`config.mk`:
```
export PLATFORM = sky130hd
export DESIGN_NAME = ftdi_tx_arbiter
export DESIGN_NICKNAME = d
export VERILOG_FILES = /design/src/rtl/ftdi_arb_pkg.sv /design/src/rtl/rr_arbiter.sv /design/src/rtl/ftdi_tx_arbiter.sv
export SDC_FILE = /design/constraint.sdc
export NUM_CORES = 1
export LEC_CHECK = 0
export ABC_AREA = 1
export BUFFER_PORTS_ARGS = -buffer_cell sky130_fd_sc_hd__buf_2
export CAP_MARGIN = 40
export CORE_MARGIN = 4
export CORE_UTILIZATION = 36
export DETAILED_ROUTE_END_ITERATION = 8
export PLACE_DENSITY = 0.77
export SYNTH_ARGS = -nofsm -noshare
export SYNTH_HDL_FRONTEND = slang
export SYNTH_HIERARCHICAL = 1
export SYNTH_SLANG_ARGS = --single-unit
```
`constraint.sdc`:
```
create_clock -name clk -period 1.25 [get_ports clk]
set_input_delay 0.125 -clock clk [delete_from_list [all_inputs] [get_ports clk]]
set_output_delay 0.125 -clock clk [all_outputs]
set_load 0.03 [all_outputs]
```
`src/rtl/ftdi_arb_pkg.sv`:
```
// Shared types and helpers for the FTDI transmit arbiter and its round-robin picker.
package ftdi_arb_pkg;

   typedef enum logic [1:0] {
      IDLE  = 2'd0,
      HDR   = 2'd1,
      BURST = 2'd2
   } arb_state_t;

   localparam logic [7:0] HDR_MAGIC = 8'hA5;

   // First requesting index at or after ptr, wrapping modulo n (n <= 8); 0 when nobody requests.
   function automatic logic [2:0] rr_pick(input logic [7:0] req, input logic [2:0] ptr,
                                          input int unsigned n);
      logic [2:0]  pick;
      logic        found;
      logic        hit;
      int unsigned idx;
      pick  = 3'd0;
      found = 1'b0;
      for (int unsigned k = 0; k < 8; k++) begin
         idx   = 32'(ptr) + k;
         idx   = (idx >= n) ? idx - n : idx;
         hit   = (k < n) && !found && req[idx[2:0]];
         pick  = hit ? idx[2:0] : pick;
         found = found | hit;
      end
      return pick;
   endfunction

endpackage

```
`src/rtl/rr_arbiter.sv`:
```
// Combinational round-robin picker: request vector plus pointer gives the winning index.
module rr_arbiter
   import ftdi_arb_pkg::*;
#(
   parameter int N  = 4,
   parameter int IW = $clog2(N)
) (
   input  logic [N-1:0]  req,
   input  logic [IW-1:0] ptr,
   output logic [IW-1:0] idx,
   output logic          any
);

   logic [2:0] pick_s;

   assign pick_s = rr_pick(8'(req), 3'(ptr), N);
   assign idx    = IW'(pick_s);
   assign any    = |req;

endmodule

```
`src/rtl/ftdi_tx_arbiter.sv`:
```
// Round-robin packet arbiter in front of the ftdi_245fifo send stream.
// Define FTDI_TX_ARB_HDR_EN to prefix every burst with a one-word source header.
module ftdi_tx_arbiter
   import ftdi_arb_pkg::*;
#(
   parameter int NUM_SRC   = 4,
   parameter int DSIZE     = 4,
   parameter int MAX_BURST = 64
) (
   input  logic                         clk,
   input  logic                         rst_n,
   input  logic [NUM_SRC-1:0]           s_tvalid,
   output logic [NUM_SRC-1:0]           s_tready,
   input  logic [NUM_SRC*DSIZE*8-1:0]   s_tdata,
   input  logic [NUM_SRC-1:0]           s_tlast,
   output logic                         m_tvalid,
   input  logic                         m_tready,
   output logic [DSIZE*8-1:0]           m_tdata,
   output logic [$clog2(NUM_SRC)-1:0]   grant_id,
   output logic                         busy
);

   localparam int DW = DSIZE * 8;
   localparam int IW = $clog2(NUM_SRC);
   localparam int CW = $clog2(MAX_BURST + 1);

   arb_state_t      state_r, state_nxt_s;
   logic [IW-1:0]   grant_r, rr_ptr_r, pick_s, grant_inc_s;
   logic [CW-1:0]   cnt_r;
   logic            any_req_s, accept_s, burst_end_s;
   logic [DW-1:0]   src_data_s [NUM_SRC];

   for (genvar i = 0; i < NUM_SRC; i++) begin : g_unpack
      assign src_data_s[i] = s_tdata[i*DW +: DW];
   end

   rr_arbiter #(.N(NUM_SRC), .IW(IW)) u_rr (
      .req (s_tvalid),
      .ptr (rr_ptr_r),
      .idx (pick_s),
      .any (any_req_s)
   );

   // Modulo wrap so non-power-of-two source counts never select a missing source.
   assign grant_inc_s = (grant_r == IW'(NUM_SRC - 1)) ? '0 : grant_r + IW'(1);
   assign grant_id    = grant_r;
   assign busy        = (state_r != IDLE);

`ifdef FTDI_TX_ARB_HDR_EN
   logic [DW-1:0] hdr_word_s;
   if (DSIZE == 1) begin : g_hdr_narrow
      assign hdr_word_s = {5'b10100, 3'(grant_r)};
   end else begin : g_hdr_wide
      assign hdr_word_s = DW'({HDR_MAGIC, 8'(grant_r)}) << (DW - 16);
   end
`endif

   // Next-state decode and the data-path mux driven from the registered grant.
   always_comb begin
      state_nxt_s = state_r;
      m_tvalid    = 1'b0;
      m_tdata     = '0;
      s_tready    = '0;
      accept_s    = 1'b0;
      burst_end_s = 1'b0;
      case (state_r)
         IDLE: begin
            if (any_req_s) begin
`ifdef FTDI_TX_ARB_HDR_EN
               state_nxt_s = HDR;
`else
               state_nxt_s = BURST;
`endif
            end else begin
               state_nxt_s = IDLE;
            end
         end
`ifdef FTDI_TX_ARB_HDR_EN
         HDR: begin
            m_tvalid = 1'b1;
            m_tdata  = hdr_word_s;
            if (m_tready) begin
               state_nxt_s = BURST;
            end else begin
               state_nxt_s = HDR;
            end
         end
`endif
         BURST: begin
            m_tvalid           = s_tvalid[grant_r];
            m_tdata            = src_data_s[grant_r];
            s_tready[grant_r]  = m_tready;
            accept_s           = s_tvalid[grant_r] & m_tready;
            burst_end_s        = accept_s & (s_tlast[grant_r] | (cnt_r == CW'(MAX_BURST - 1)));
            if (burst_end_s) begin
               state_nxt_s = IDLE;
            end else begin
               state_nxt_s = BURST;
            end
         end
         default: begin
            state_nxt_s = IDLE;
         end
      endcase
   end

   // State, grant, round-robin pointer and burst word counter.
   always_ff @(posedge clk or negedge rst_n) begin
      if (!rst_n) begin
         state_r  <= IDLE;
         grant_r  <= '0;
         rr_ptr_r <= '0;
         cnt_r    <= '0;
      end else begin
         state_r <= state_nxt_s;
         if (state_r == IDLE && any_req_s) begin
            grant_r <= pick_s;
         end
         if (burst_end_s) begin
            rr_ptr_r <= grant_inc_s;
            cnt_r    <= '0;
         end else if (accept_s) begin
            cnt_r <= cnt_r + CW'(1);
         end
      end
   end

endmodule

```
==> results.cfg, run 1 <==
[grt]
grt_max_degree = 20
grt_pass1_vias = 3694
antenna_found_initial = 0
grt_first_pass_wirelength_um = 17400
grt_usage_pct = 28.98
grt-ovfl-total = 0

[place]
dpl.cell_count = 657
routabilityCongestion = 0.9388
dp_hpwl_um = 7573
portBuffers = 178

[timing]
fin_tns_setup_ps = -20930
min_period_ps = 1847
slew_viol_final = 0
setup_slack_ps = -596.5
skew_ps = 9.160
period_share_pct = 147.7
worstMarginPinSlew_ps = 315.2
rsz0062_at_grt = yes
max_slew_margin_pct = 78.99
setup_viol_count_final = 50
fmax_mhz = 541.6
hold_viol_final = 0

[drt]
vias = 4079
drc = 0
postRouteAntennaNets = 0
wl_per_cell_um = 21.47
via_per_inst = 6.016
first_pass_iters = 5
drt_iter0_drc = 358
wl_um = 14560

[critical_path]
r2r_setup_slack_ps = -380
cp_data_arrival_time_ps = 1720
cp.required_ps = 1120
critPathKind = flop to output pin
endpoint_kind = output pin
crit_path_start_kind = flop
critPathMaxFanout = 7

[power_and_ir_drop]
internal-power_uw = 6981
leakagePower_uw = 0.002190
ir_worst_vdd_mv = 2.045
power.density_nw_per_um2 = 3284
seqPwrFrac_pct = 4.6
pwr-share-comb_pct = 92.9
clockPowerShare_pct = 2.5
swShare_pct = 55.61
p_sw_uw = 8743
power.total_uw = 15720

[synth]
syn_inst = 401
syn_area_um2 = 2118
seq_area_frac_synth_pct = 14.18
avgSynthCellArea_um2 = 5.282
synth_nets = 545
ys_types = 27
synth_seq_cells = 12
ys.warnings.count = 6

[die]
die-width_um = 84.71
die_h_um = 84.71
num_rows = 27
start_util_pct = 37.77
num_io_pins = 179
dieArea_um2 = 7175
coreArea_um2 = 5608

[min_path]
hp-class = input port to async pin

[cts]
cts_sinks = 12
cts_buffers = 3
clock_latency_ps = 250
cts_buffer_depth = 2
path_clk_slew_ps = 60
htree_levels = 1
root_buffer = clkbuf_8
cts_tree = yes

[run_status]
violations = negative setup slack
status = finished with violations

[layout]
syn_to_final_growth_pct = 126.0
diodes = 0
fin_util_pct = 85.39
fillCellCount = 253
final_common_cell = buf_2
stdcell_count = 678
drive_above_1_share_pct = 68.32
layout.nets = 751
mostFrequentLayoutCells = buf_2, nor2_1, o21ai_2

[run]
drv_cap = 0
registers in the layout, indices dropped and copies added (netlist names):
name / cells
state_r: 1
rr_ptr_r: 2
cnt_r: 7
grant_id: 2
final timing paths:
kind	start	to	depth (start not counted)
min in group clk	s_tvalid[0]	state_r[1]$_DFF_PN0_	4
max	grant_id[0]$_DFFE_PN0P_	m_tdata[28]	7
max in group asynchronous	rst_n	grant_id[1]$_DFFE_PN0P_	2
max reg2reg	grant_id[0]$_DFFE_PN0P_	cnt_r[4]$_DFFE_PN0P_	10
min	rst_n	rr_ptr_r[1]$_DFFE_PN0P_	2
min reg2reg	cnt_r[1]$_DFFE_PN0P_	cnt_r[1]$_DFFE_PN0P_	2
cell families after synthesis:
group	after synthesis	share of synthesized area, %
fa+ha+maj	5	2.953
compound gates	103	24.51
xor+xnor	3	1.241
simple gates	233	45.25
flops	12	14.18
buf+inv	45	11.87
synth_stat cells:
| library cell | number | area [um2] |
|---|---|---|
| clkinv_1 | 1 | 3.750 |
| buf_6 | 4 | 45.04 |
| inv_4 | 1 | 6.260 |
| clkbuf_1 | 8 | 30.03 |
| ha_1 | 5 | 62.56 |
| buf_4 | 5 | 37.54 |
| nor3_1 | 1 | 5.000 |
| nand2_1 | 58 | 217.7 |
| nand2_2 | 8 | 50.05 |
| or4_1 | 1 | 7.510 |
| buf_1 | 3 | 11.26 |
| nor2_1 | 142 | 533.0 |
| a21oi_1 | 35 | 175.2 |
| o21ai_0 | 66 | 330.3 |
| buf_12 | 1 | 20.02 |
| nand3_2 | 3 | 30.03 |
| dfrtp_1 | 12 | 300.3 |
| nor2_4 | 2 | 22.52 |
| o21ai_1 | 1 | 5.000 |
| inv_2 | 2 | 7.510 |
| inv_8 | 1 | 11.26 |
| nand3_1 | 17 | 85.08 |
| xor2_1 | 3 | 26.28 |
| inv_1 | 13 | 48.80 |
| nand3b_1 | 1 | 7.510 |
| a21oi_2 | 1 | 8.760 |
| buf_2 | 6 | 30.03 |
per-layer routing:
metal | part of all wire, % | vias up | global-route usage [%]
met5 | 0 | - | 0
met4 | 8.6 | 0 | 13.09
met2 | 49 | 366 | 53.74
li1 | - | 1719 | -
met3 | 9.8 | 116 | 3.827
met1 | 33 | 1878 | 32.51
metrics by stage:
stage | hold slack (ps) | setup WS (ps) | area, um2
2_1_floorplan | -170.6 | -267.0 | 2597
3_3_place_gp | 19.53 | -204.7 | 3729
3_5_place_dp | 24.47 | -259.4 | 3729
4_1_cts | 297.4 | -374.7 | 4350
5_1_grt | 324.5 | -639.8 | 4788
6_report | 292.9 | -596.5 | 4788
critical path, stage by stage, from the launching register on:
cell and delay, ps:
dfrtp_2 430, buf_8 170, clkbuf_16 170, nor2_1 70, nor2_1 210, o21ai_2 120
a21oi_4 150, buf_6 150
layout make-up:
type	instances	area (um2)	area share (%)
inverter	18	92.59	1.934
tap	72	90.09	1.881
timing repair inverter	1	6.256	0.1307
clock buffer	4	45.04	0.9407
multi-input combinational	344	2435	50.85
timing repair buffer	227	1814	37.89
sequential	12	305.3	6.376
power groups by stage:
stage	Clock, uW	Combinational [uW]	Sequential [uW]
after detailed placement	0	10100	745
after global routing	417	15200	755
after global placement	0	9910	735
final	396	14600	728
after CTS	384	12600	706
after floorplan	0	7560	729
what timing repair did:
action,4_1_cts,5_1_grt
setup endpoints to repair,49,51
gates cloned,3,5
hold buffers,1,0
hold endpoints to repair,12,0
gates resized for setup,164,92
buffers inserted,6,2
pin swaps,11,49
No activity file was read; power rests on OpenSTA's default activity.
==> inputs of run 2 (changes only) <==
--- a/config.mk
+++ b/config.mk
@@ -11,6 +11,7 @@
 export CORE_MARGIN = 4
 export CORE_UTILIZATION = 36
 export DETAILED_ROUTE_END_ITERATION = 8
+export MAX_ROUTING_LAYER = met4
 export PLACE_DENSITY = 0.77
 export SYNTH_ARGS = -nofsm -noshare
 export SYNTH_HDL_FRONTEND = slang
==> run 2 against run 1 <==
Effect of this change:
- clock skew fell by 6.3 ps
- combinational power increased by 10%
- cell count up 1.8%
- register-to-register slack worse by 90 ps
- the run still ends with negative setup slack left
- sequential power is 1% higher
- sequential cell count is the same
- largest cell class unchanged
- utilization increased by 4.5 points
- worst hold slack got worse by 7.3 ps
- clock power fell by 3%
- maximum frequency fell by 17%
- sequential share of layout area decreased by 0.27 points
==> results.cfg, run 2 (synthesis results as in run 1) <==
[drt]
wl_um = 18990
postRouteAntennaNets = 0
wl_met1_um = 5686
wl_per_cell_um = 27.53
dr.max_layer_used = met4
first_pass_iters = 8
vias = 4597
drc = 0
wl_met3_um = 2944
via_per_inst = 6.662
wl_met2_um = 7807
drt_iter0_drc = 655

[timing]
fmax_mhz = 450.7
min_period_ps = 2219
max_slew_margin_pct = 59.56
setup_viol_count_final = 50
period_share_pct = 177.5
worstMarginPinSlew_ps = 604.4
slew_viol_final = 0
skew_ps = 2.838
rsz0062_at_grt = yes
setup_slack_ps = -968.6
hold_viol_final = 0
hold_slack_ps = 285.6

[layout]
final_common_cell = buf_2
stdcell_area_um2 = 5041
multi_input_area_um2 = 2519
largest_reg_flops = 7
regMostFlops = cnt_r
layout.nets = 755
syn_to_final_growth_pct = 138.0
fin_util_pct = 89.89
drive_above_1_share_pct = 72.30
regArea_um2 = 307.8
mostFrequentLayoutCells = buf_2, nor2_1, o21ai_2
fillCellCount = 206

[die]
die-width_um = 84.71
dieArea_um2 = 7175
coreArea_um2 = 5608
start_util_pct = 37.77
die_h_um = 84.71
num_io_pins = 179
num_rows = 27

[power_and_ir_drop]
power.total_uw = 17170
power.density_nw_per_um2 = 3407
leakagePower_uw = 0.002264
ir_worst_vdd_mv = 2.029

[grt]
grt_max_degree = 24
grt_first_pass_wirelength_um = 19320
grt_pass1_vias = 3872
grt_usage_pct = 34.12
antenna_found_initial = 5
grt-ovfl-total = 0

[run_status]
violations = negative setup slack
status = finished with violations

[cts]
path_clk_slew_ps = 60
root_buffer = clkbuf_8
clock_latency_ps = 250
htree_levels = 1
cts_tree = yes
cts_buffers = 3
cts_buffer_depth = 2
cts_sinks = 12

[critical_path]
cp_data_arrival_time_ps = 2090
critPathMaxFanout = 8
critPathKind = flop to output pin
crit_path_start_kind = flop
cp.required_ps = 1120
endpoint_kind = output pin

[place]
routabilityCongestion = 0.9523
portBuffers = 178
dp_hpwl_um = 7459
placed_cell_area_um2 = 3721

[min_path]
hp-class = input port to async pin

[run]
drv_cap = 0
-- run 2: path summary, 6_finish.rpt --
kind	from	end	slack [ps]	cells after the start
setup / recovery	grant_id[0]$_DFFE_PN0P_	m_tdata[1]	-970	7
hold / removal	rst_n	cnt_r[6]$_DFFE_PN0P_	290	2
setup reg to reg	grant_id[0]$_DFFE_PN0P_	cnt_r[5]$_DFFE_PN0P_	-470	10
hold reg to reg	cnt_r[6]$_DFFE_PN0P_	cnt_r[6]$_DFFE_PN0P_	510	2
max in group asynchronous	rst_n	grant_id[0]$_DFFE_PN0P_	710	2
min in group clk	m_tready	rr_ptr_r[0]$_DFFE_PN0P_	380	6
-- run 2: area by class of cell --
cell class,count,area share (%)
clock buffer,4,0.8935
tap,72,1.787
antenna,8,0.3971
multi-input combinational,344,49.96
inverter,18,1.862
timing repair buffer,232,38.99
sequential,12,6.106
-- run 2: critical path, cell delays in order, from the launching register on --
cell and delay [ps]:
dfrtp_4 510, buf_12 180, buf_16 160, nor2_1 480, nor2_1 150, o21ai_2 130, a21oi_4 80, buf_6 150
-- run 2: power by group --
group          internal [uW]  switching (uW)  total (uW)
clock                    226             158         384
combinational           6780            9270       16100
sequential               532             207         738
-- run 2: repair_timing --
item / CTS / global route
cloned: 7 / 4
gates resized for setup: 209 / 79
setup endpoints to repair: 49 / 51
pin swaps: 39 / 32
hold buffers: 1 / 0
endpoints found under the hold margin: 12 / 0
buffers inserted: 9 / 1
-- run 2: through the flow --
stage                     TNS [ps]  setup WS, ps  cells
final                       -26200        -968.6    690
after global routing        -28520        -935.5    690
after CTS                   -20470        -491.2    677
after detailed placement     -8507        -241.6    656
after global placement       -6936        -192.9    656
after floorplan             -10230        -267.0    401
-- run 2: metal layers --
layer  up-vias  track usage (%)
met5         -                -
met4         0            19.86
met3       271            5.201
met2       547            60.21
met1      2037            35.71
li1       1742                -
==> inputs of run 3 (changes only) <==
--- a/config.mk
+++ b/config.mk
@@ -8,6 +8,7 @@
 export ABC_AREA = 1
 export BUFFER_PORTS_ARGS = -buffer_cell sky130_fd_sc_hd__buf_2
 export CAP_MARGIN = 40
+export CORE_ASPECT_RATIO = 0.9
 export CORE_MARGIN = 4
 export CORE_UTILIZATION = 36
 export DETAILED_ROUTE_END_ITERATION = 8
==> run 3 against run 2 <==
Effect of this change:
- clock skew down 1.2 ps
- combinational power down 9.9%
- highest routed layer unchanged
- largest cell class unchanged
- wire length down 37%
- cell area down 3.4%
- power down 8.9%
- worst setup slack better by 520 ps
- worst hold slack better by 3.5 ps
- critical endpoint is now m_tdata[25]
- the run still ends with negative setup slack left
==> results.cfg, run 3 (synthesis results as in run 1) <==
[run_status]
status = finished with violations
violations = negative setup slack

[grt]
grt_usage_pct = 28.74
grt_pass1_vias = 3495
antenna_found_initial = 0
grt_first_pass_wirelength_um = 16070
grt-ovfl-total = 0
grt_max_degree = 20

[timing]
hold_viol_final = 0
worstMarginPinSlew_ps = 294.7
setup_viol_count_final = 50
period_share_pct = 135.7
rsz0062_at_grt = yes
setup_slack_ps = -445.9
min_period_ps = 1696
hold_slack_ps = 289.1
fin_tns_setup_ps = -18470
slew_viol_final = 0
fmax_mhz = 589.7
skew_ps = 1.589
max_slew_margin_pct = 80.36

[critical_path]
crit_path_cell_trace = buf_4, buf_16, nor2_1, nor2_1, o21ai_2, a21oi_4, buf_6
critPathMaxFanout = 17
cp_data_arrival_time_ps = 1570
r2r_setup_slack_ps = -400
critPathKind = flop to output pin
crit_path_start_kind = flop
cp.required_ps = 1120
cpPeakStageDelay_ps = 420
crit_top_cell = nor2_1
endpoint_kind = output pin
cp_top_family = buffers and inverters
crit_buf_inv = 3
crit_slowest_cell = dfrtp_2

[die]
die_h_um = 80.77
num_rows = 26
num_io_pins = 179
die-width_um = 88.86
dieArea_um2 = 7177
coreArea_um2 = 5693
start_util_pct = 37.21

[drt]
wl_um = 11940
vias = 3707
drt_iter0_drc = 112
wl_per_cell_um = 17.74
via_per_inst = 5.508
postRouteAntennaNets = 0
drc = 0
first_pass_iters = 4

[layout]
drive_above_1_share_pct = 72.14
regMostFlops = cnt_r
multi_input_area_um2 = 2530
syn_to_final_growth_pct = 130.0
layout.nets = 748
regArea_um2 = 305.3
largest_reg_flops = 7
fin_util_pct = 85.58
mostFrequentLayoutCells = buf_2, nor2_1, o21ai_2
diodes = 0
final_common_cell = buf_2
fillCellCount = 305

[cts]
cts_sinks = 12
clock_latency_ps = 240
cts_buffers = 3
htree_levels = 1
path_clk_slew_ps = 60
cts_buffer_depth = 2
root_buffer = clkbuf_8
cts_tree = yes

[power_and_ir_drop]
leakagePower_uw = 0.002194
power.total_uw = 15640
power.density_nw_per_um2 = 3210
ir_worst_vdd_mv = 2.270

[place]
routabilityCongestion = 0.8787
dp_hpwl_um = 7455
pre_cts_slack_ps = -260.7
portBuffers = 178

[min_path]
hp-class = input port to async pin

[run]
drv_cap = 0
## run 3: per-stage QoR
step	cell area, um2	cells
6_report	4872	673
4_1_cts	4443	669
2_1_floorplan	2597	401
3_3_place_gp	3681	654
3_5_place_dp	3681	654
5_1_grt	4872	673
## run 3: power by group
group | switching [uW] | total, uW | internal (uW)
Sequential | 207 | 731 | 524
Combinational | 8140 | 14500 | 6320
Clock | 161 | 440 | 279
## run 3: routing by layer
layer	part of all wire (%)	vias up	GRT usage (%)
met1	35	1751	28.49
met3	6.5	57	4.665
met2	54	184	55.93
met4	4.4	0	9.819
met5	0	-	-
li1	-	1715	-
## run 3: path summary, 6_finish.rpt
check	start	to	cells after the start
min in group clk	s_tvalid[0]	state_r[1]$_DFF_PN0_	4
hold reg to reg	cnt_r[6]$_DFFE_PN0P_	cnt_r[6]$_DFFE_PN0P_	2
hold / removal	rst_n	cnt_r[1]$_DFFE_PN0P_	2
max in group asynchronous	rst_n	grant_id[1]$_DFFE_PN0P_	2
setup / recovery	grant_id[0]$_DFFE_PN0P_	m_tdata[25]	7
setup reg to reg	grant_id[0]$_DFFE_PN0P_	rr_ptr_r[0]$_DFFE_PN0P_	10
## run 3: timing repair
item,CTS,global route
hold buffers,1,0
hold endpoints to repair,12,0
gates cloned,4,3
setup buffers,6,1
endpoints found under the setup margin,50,51
gates resized for setup,187,107
pin swaps,17,40
## run 3: layout make-up
| cell class | count | share of cell area [%] |
|---|---|---|
| Clock buffer | 4 | 1.130 |
| Inverter | 18 | 1.977 |
| Multi-Input combinational cell | 344 | 51.93 |
| Sequential cell | 12 | 6.266 |
| Tap cell | 70 | 1.798 |
| Timing Repair Buffer | 224 | 36.72 |
| Timing Repair inverter | 1 | 0.1798 |
